[config.mk]
export PLATFORM = sky130hd
export DESIGN_NAME = multicycle_ctrl
export DESIGN_NICKNAME = d
export VERILOG_FILES = /design/src/rtl/multicycle_ctrl_pkg.sv /design/src/rtl/multicycle_ctrl_op_class_decode.sv /design/src/rtl/multicycle_ctrl.sv
export SDC_FILE = /design/constraint.sdc
export NUM_CORES = 1
export LEC_CHECK = 0
export BUFFER_PORTS_ARGS = -buffer_cell sky130_fd_sc_hd__buf_2
export CAP_MARGIN = 20
export CORE_UTILIZATION = 55
export DETAILED_ROUTE_END_ITERATION = 7
export PLACE_DENSITY = 0.88
export SETUP_SLACK_MARGIN = 0.02
export SKIP_LAST_GASP = 1
export SYNTH_ARGS = -nofsm -noshare
export SYNTH_HDL_FRONTEND = slang
export SYNTH_SLANG_ARGS = --single-unit
[constraint.sdc]
create_clock -name clock -period 3.1 [get_ports clock]
set_input_delay 0.465 -clock clock [delete_from_list [all_inputs] [get_ports clock]]
set_output_delay 0.465 -clock clock [all_outputs]
set_load 0.05 [all_outputs]
[src/rtl/multicycle_ctrl_pkg.sv]
// Shared definitions for the multicycle instruction sequencer: opcode values,
// instruction classes, FSM states and retire-counter sizing.
package multicycle_ctrl_pkg;

    localparam logic [4:0] OP_ALU  = 5'b00000;
    localparam logic [4:0] OP_ADDI = 5'b00101;
    localparam logic [4:0] OP_SW   = 5'b00111;
    localparam logic [4:0] OP_LW   = 5'b01000;

    localparam int              CNT_W   = 16;
    localparam logic [CNT_W-1:0] CNT_MAX = '1;

    typedef enum logic [2:0] {
        CLS_ALU,
        CLS_ADDI,
        CLS_SW,
        CLS_LW,
        CLS_ILLEGAL
    } op_class_e;

    typedef enum logic [2:0] {
        ST_FETCH,
        ST_DECODE,
        ST_EXEC,
        ST_MEM,
        ST_WB
    } state_e;

endpackage

[src/rtl/multicycle_ctrl_op_class_decode.sv]
// Combinational opcode-to-class mapping; anything not recognised is ILLEGAL.
module op_class_decode
    import multicycle_ctrl_pkg::*;
(
    input  logic [4:0] opcode_i,
    output op_class_e  op_class_o
);

    always_comb begin
        op_class_o = CLS_ILLEGAL;
        case (opcode_i)
            OP_ALU:  op_class_o = CLS_ALU;
            OP_ADDI: op_class_o = CLS_ADDI;
            OP_SW:   op_class_o = CLS_SW;
            OP_LW:   op_class_o = CLS_LW;
            default: op_class_o = CLS_ILLEGAL;
        endcase
    end

endmodule

[src/rtl/multicycle_ctrl.sv]
// Multicycle instruction sequencer: fetch/decode/exec/mem/writeback control
// strobes, retire pulse with saturating count, and a sticky illegal flag.
//
// state  | meaning
// FETCH  | wait for imem_valid; accept pulses pc_we/ir_we
// DECODE | latch opcode class; illegal opcodes flag and return to FETCH
// EXEC   | ALU operand select; route to MEM (loads/stores) or WB
// MEM    | hold dmem_re/dmem_we until dmem_ready; SW retires here
// WB     | register file write; retire
module multicycle_ctrl
    import multicycle_ctrl_pkg::*;
(
    input  logic             clock,
    input  logic             reset,
    input  logic [4:0]       opcode,
    input  logic             imem_valid,
    input  logic             dmem_ready,
    output logic             pc_we,
    output logic             ir_we,
    output logic             alu_src_imm,
    output logic             dmem_re,
    output logic             dmem_we,
    output logic             rf_we,
    output logic             mem_to_reg,
    output logic             retire,
    output logic [CNT_W-1:0] retire_cnt,
    output logic             illegal
);

    state_e           state_q, state_d;
    op_class_e        class_q, class_d;
    op_class_e        dec_class;
    logic             illegal_q, illegal_d;
    logic [CNT_W-1:0] retire_cnt_q, retire_cnt_d;

    op_class_decode u_op_class_decode (
        .opcode_i   (opcode),
        .op_class_o (dec_class)
    );

    always_ff @(posedge clock or posedge reset) begin
        if (reset) begin
            state_q      <= ST_FETCH;
            class_q      <= CLS_ALU;
            illegal_q    <= 1'b0;
            retire_cnt_q <= '0;
        end else begin
            state_q      <= state_d;
            class_q      <= class_d;
            illegal_q    <= illegal_d;
            retire_cnt_q <= retire_cnt_d;
        end
    end

    always_comb begin
        state_d     = state_q;
        class_d     = class_q;
        illegal_d   = illegal_q;
        pc_we       = 1'b0;
        ir_we       = 1'b0;
        alu_src_imm = 1'b0;
        dmem_re     = 1'b0;
        dmem_we     = 1'b0;
        rf_we       = 1'b0;
        mem_to_reg  = 1'b0;
        retire      = 1'b0;

        case (state_q)
            ST_FETCH: begin
                // The accept strobes follow imem_valid, so mask them while reset is held.
                if (imem_valid && !reset) begin
                    pc_we   = 1'b1;
                    ir_we   = 1'b1;
                    state_d = ST_DECODE;
                end
            end
            ST_DECODE: begin
                class_d = dec_class;
                if (dec_class == CLS_ILLEGAL) begin
                    illegal_d = 1'b1;
                    state_d   = ST_FETCH;
                end else begin
                    state_d = ST_EXEC;
                end
            end
            ST_EXEC: begin
                alu_src_imm = (class_q != CLS_ALU);
                if (class_q == CLS_SW || class_q == CLS_LW) begin
                    state_d = ST_MEM;
                end else begin
                    state_d = ST_WB;
                end
            end
            ST_MEM: begin
                dmem_re = (class_q == CLS_LW);
                dmem_we = (class_q == CLS_SW);
                if (dmem_ready) begin
                    if (class_q == CLS_SW) begin
                        retire  = 1'b1;
                        state_d = ST_FETCH;
                    end else begin
                        state_d = ST_WB;
                    end
                end
            end
            ST_WB: begin
                rf_we      = 1'b1;
                mem_to_reg = (class_q == CLS_LW);
                retire     = 1'b1;
                state_d    = ST_FETCH;
            end
            default: begin
                state_d = ST_FETCH;
            end
        endcase

        retire_cnt_d = retire_cnt_q;
        if (retire && retire_cnt_q != CNT_MAX) begin
            retire_cnt_d = retire_cnt_q + 1'b1;
        end
    end

    assign retire_cnt = retire_cnt_q;
    assign illegal    = illegal_q;

endmodule

Yosys cells after proc, flatten, opt, wreduce, memory -nomap -nowiden

Index checks and enable logic that the tools add are counted.

Add/sub/neg operators: 1
$mul: 0
Div/mod/pow operators: 0
$lt $le $gt $ge: 0
Eq/ne operators: 13
Shifts and indexed selects: 0
Mux-type cells: 17
Bitwise operators: 0
Reductions and logical operators: 9

Operators with widths:

| kind                    | number |
|---|---|
| $pmux W3 S4             | 2 |
| $add A16 B1 Y16 const B | 1 |
| $ne A16 B16 Y1 const B  | 1 |
| $eq A3 B2 Y1 const B    | 4 |
| $mux W3                 | 4 |
| $eq A5 B3 Y1 const B    | 2 |
| $mux W1                 | 9 |
| $eq A3 B3 Y1 const B    | 2 |
| $eq A5 B4 Y1 const B    | 1 |
| $logic_not A5 Y1        | 1 |
| $ne A2 B2 Y1 const B    | 2 |
| $reduce_and A2 Y1       | 2 |
| $eq A3 B1 Y1 const B    | 1 |
| $logic_not A3 Y1        | 1 |
| $reduce_bool A3 Y1      | 1 |
| $logic_and A1 B1 Y1     | 2 |
| $mux W2                 | 1 |
| $pmux W1 S2             | 1 |
| $logic_not A1 Y1        | 1 |
| $logic_or A1 B1 Y1      | 1 |

Register bits: 23
Bits in latches: 0
RAM bits: 0
Bits in read-only memories: 0
Bits of input ports: 9
Memories kept: 0

Longest topological paths before layout

Depth after elaboration: 5
Depth in mapped cells: 7

Hierarchy

Synthesis repeated with hierarchy kept, for this count alone.

Cells, all modules: 127
Area, all modules: 1,293.7 µm²

By module, submodules not included:

| module          | times used | cells an instance | area each (µm²) | seq. area each (µm²) |
|---|---|---|---|---|
| multicycle_ctrl | 1          | 119               | 1,232.4         | 575.6 |
| op_class_decode | 1          | 8                 | 61.3            | 0.0 |

Least setup slack after synthesis

OpenSTA, ideal clock, no wires.

Path type: reg2out
Start point: register state_q[0]
End point: output pc_we
Arrival: 2,592 ps
Data required time: 2,635 ps
Setup slack: 43 ps
Stages on the path, launching flop included: 4
Cell sequence: dfrtp_1 > buf_2 > nor4_1 > buf_4

Cells in the longest elaborated chain, start to end: 2

RTL lines:

| element                  | line                  | RTL |
|---|---|---|
| start: declaration       | multicycle_ctrl.sv:30 | `state_e state_q, state_d;` |
| start signal: assignment | multicycle_ctrl.sv:48 | `state_q <= state_d;` |
| $logic_not A3 Y1         | n/a                   |  |
| $mux W1                  | n/a                   |  |
| end: declaration         | multicycle_ctrl.sv:18 | `output logic pc_we,` |

No other way between the ends.

Worst setup path in the final report

Start point: register state_q[0]
End point: output retire

Cells in the longest elaborated chain, start to end: 2

RTL lines:

| element                                             | line                  | RTL |
|---|---|---|
| $eq A3 B3 Y1 / $eq A3 B2 Y1 (equally long branches) | multicycle_ctrl.sv:68 | `case (state_q)` |
| $pmux W1 S2 *                                       | multicycle_ctrl.sv:68 |  |
| end: declaration                                    | multicycle_ctrl.sv:25 | `output logic retire,` |

Mark *: on every way between the ends. The rest lies on a longest branch, timed or not.

==> metrics.md <==
| Metric | Value |
|---|---|
| Headroom to the max-slew limit | `40.9%` |
| Drt initial violations | `14` |
| Largest net degree at the start of global routing | `24` |
| Final #Nets | `166` |
| Final wirelength | `2.69 mm` |
| Final core occ | `66.6%` |
| Fin cells | `183` |
| Netlist cell types | `41` |
| Part of the power in registers | `44.2%` |
| Sw Share | `46.9%` |
| P&R area growth vs syn | `13.2%` |
| Worst skew pair latency | `0.32 ns` |
| Via count | `1094` |
| Inserted Clock Buffers | `3` |
| M2 GR Usage | `40.7%` |
| Pwr dens | `682 nW/µm²` |
| First-pass GRT wire length | `4.62 mm` |
| Hold-fix buffers at CTS | `0` |
| Period utilization | `71.7%` |
| CP max FO | `16` |
| Slew Limit Fails | `0` |
| Core area | `2210 µm²` |
| CP startpoint | `state_q[0]` |
| Fin. Hold Viols | `0` |
| Worst Hold Slack | `0.323 ns` |
| CP Launch Type | `register` |
| Final setup viols | `0` |
| Worst-path cell chain | `and4bb_1, a31o_4, buf_2` |
| M3 GR Usage | `3.03%` |
| Int Pwr | `0.534 mW` |
| Synth area leader | `dfrtp_1` |
| EDFF count, synth | `0` |
| Async S/R FF share, synth | `100%` |
| Mapped Cells | `126` |
| Vias per cell | `5.98` |
| Top cells by count, synth | `dfrtp_1 (23), xnor2_1 (13), nand2_1 (11)` |
| Top-count cell post-synth | `dfrtp_1` |
| Clock group share of total power | `14.1%` |
| Rows | `17` |
| Global placement routability congestion | `0.799` |
| Max VDD drop | `0.575 mV` |
| Status | `completed` |
| Dpl cells | `179` |
| Setup Crit Path Kind | `reg -> out` |
| Global routing's busiest layer | `met2` |
| Gate power share | `41.7%` |
| Ant diodes | `0` |
| Die Span Y | `50.7 µm` |
| Vias in the first global route | `1017` |
| Starting Density | `58.9%` |
| Setup repair bufs after CTS | `0` |
| Fin crit period | `2.22 ns` |
| Max Root-Sink Buffers | `2` |
| CTS tree | `built` |
| FF-to-FF Start | `retire_cnt[0]` |
| Tot Pwr | `1.01 mW` |
| Worst min-delay path category | `in -> async` |
| Synth warn | `0` |
| Cell Area, Synth | `1300 µm²` |
| RSZ-0062 raised after global routing | `false` |
| Least-Margin Pin Slew | `0.886 ns` |
| Slowest stage delay, CP | `0.59 ns` |
| Worst Setup EP | `retire` |
| Die area | `2570 µm²` |
| Critical Path RT | `2.63 ns` |
| Sequential-to-total area share from yosys stat | `44.2%` |
| Grt met1 use | `31.0%` |
| Crit-path slowest cell | `dfrtp_1` |
| # DRC | `0` |
| H-Tree Depth | `1` |
| Clock transition at path regs | `0.13 ns` |
| Clock root cell | `clkbuf_4` |
| Post-route setup TNS | `0 ns` |
| Num ports | `34` |
| Area contributors post-synth | `dfrtp_1 (44%), xnor2_1 (8.7%), o2111ai_1 (3.4%), nand2_1 (3.2%), nand4_1 (2.9%)` |
| Remaining global-route overflow | `0` |
| # port buffers | `33` |
| Worst reg2reg path depth | `5` |
| Wire per inst | `14.7 µm` |
| P_sw | `0.472 mW` |
| Syn Area/Cell | `10.3 µm²` |
| Ys flop type | `dfrtp_1` |
| Synth Net Count | `136` |
| Worst Skew | `0.00609 ns` |
| TritonRoute pass-1 iters | `4` |
| #FFs+latches synth | `23` |
| CP endpoint kind | `output port` |
| Worst R2R End | `retire_cnt[1]` |
| Critical Path AT | `1.76 ns` |
| Antenna violations before repair | `0` |
| Antenna viol nets, final | `0` |
| All-Layer GR Usage | `24.3%` |
| Register-to-register setup slack | `1.18 ns` |
| Share of layout cells above drive strength 1 | `29.0%` |
| Fmax achieved | `0.450 GHz` |
| Die width | `50.7 µm` |
| Top cell type's share of synthesized area | `44.2%` |
| CTS Sinks | `23` |
| Max-cap violation count | `0` |
| Leak | `0.685 nW` |
| Post_cts resized | `0` |
| Hpwl dp | `1.89 mm` |
[power groups by stage]
| stage | logic [mW] | registers [mW] | clock network, mW |
|---|---|---|---|
| after floorplan | 0.282 | 0.499 | 0 |
| after global routing | 0.454 | 0.456 | 0.155 |
| after global placement | 0.403 | 0.438 | 0 |
| final | 0.419 | 0.444 | 0.142 |
| after detailed placement | 0.420 | 0.447 | 0 |
| after CTS | 0.422 | 0.442 | 0.150 |
[placed cells by master (no fill, tap or decap), types with 2 or more instances in the layout]
cell and n:
buf_2 33, dfrtp_1 23, xnor2_1 13, nand2_1 11, nand4_1 6, nor2_1 6, nor3_1 6, o2111ai_1 5
o211ai_1 4, and4_1 3, and3_1 3, mux2_1 3, a21oi_1 3, inv_1 3, nand2b_1 3, clkbuf_4 3
and2_1 2, a211oi_1 2, and3_2 2
[worst max-delay path: cells and delay by family, from the launching register on]
family / cells / cell delay [ns]
buf+inv: 1 / 0.30
flops: 1 / 0.59
simple gates: 1 / 0.27
compound gates: 1 / 0.28
[cell type report]
| class | instances | area [µm²] |
|---|---|---|
| clock buffers | 3 | 22.5 |
| inverters | 3 | 11.3 |
| repair buffers | 33 | 165 |
| fillers | 186 | 738 |
| well taps | 28 | 35.0 |
| flip-flops and latches | 23 | 576 |
| clock inverters | 1 | 5.00 |
| multi-input cells | 92 | 659 |
[kinds of logic (layout without fill, tap and decap cells)]
| family | count (synthesis) | after routing | share of synthesized area (%) |
|---|---|---|---|
| buffers and inverters | 11 | 40 | 5.19 |
| adder cells (fa/ha/maj) | 1 | 1 | 0.960 |
| flip-flops | 23 | 23 | 44.2 |
| multiplexers | 3 | 3 | 2.59 |
| XOR/XNOR | 13 | 13 | 8.74 |
| AO/OA/AOI/OAI | 22 | 22 | 14.3 |
| AND/OR/NAND/NOR | 53 | 53 | 24.0 |
[stage by stage]
step	cell area (µm²)	worst slack (ns)
finish	1470	0.877
detailed placement	1450	1.24
global route	1470	0.795
global placement	1450	1.31
floorplan	1300	0.0427
CTS	1470	0.892
[metal layers]
metal	wire, µm	up-vias
met3	100	4
met2	1300	36
li1	-	528
met1	1260	526
met5	0	-
met4	30	0
[registers in the layout, summed over array words and instances, names as in the netlist]
| register | flops |
|---|---|
| state_q | 3 |
| retire_cnt | 16 |
| class_q | 3 |
| illegal | 1 |
[how the worst min path moves through the flow]
| stage | slack, ns | startpoint | to | cells after the start |
|---|---|---|---|---|
| after floorplan | 0.47 | reset | class_q[0] | 1 |
| after global placement | 0.45 | illegal | illegal | 1 |
| after detailed placement | 0.45 | illegal | illegal | 1 |
| after CTS | 0.34 | reset | retire_cnt[1] | 2 |
| after global routing | 0.36 | opcode[4] | class_q[0] | 2 |
| final | 0.32 | reset | retire_cnt[3] | 2 |
Note: power is estimated with default switching activity, not from simulation.
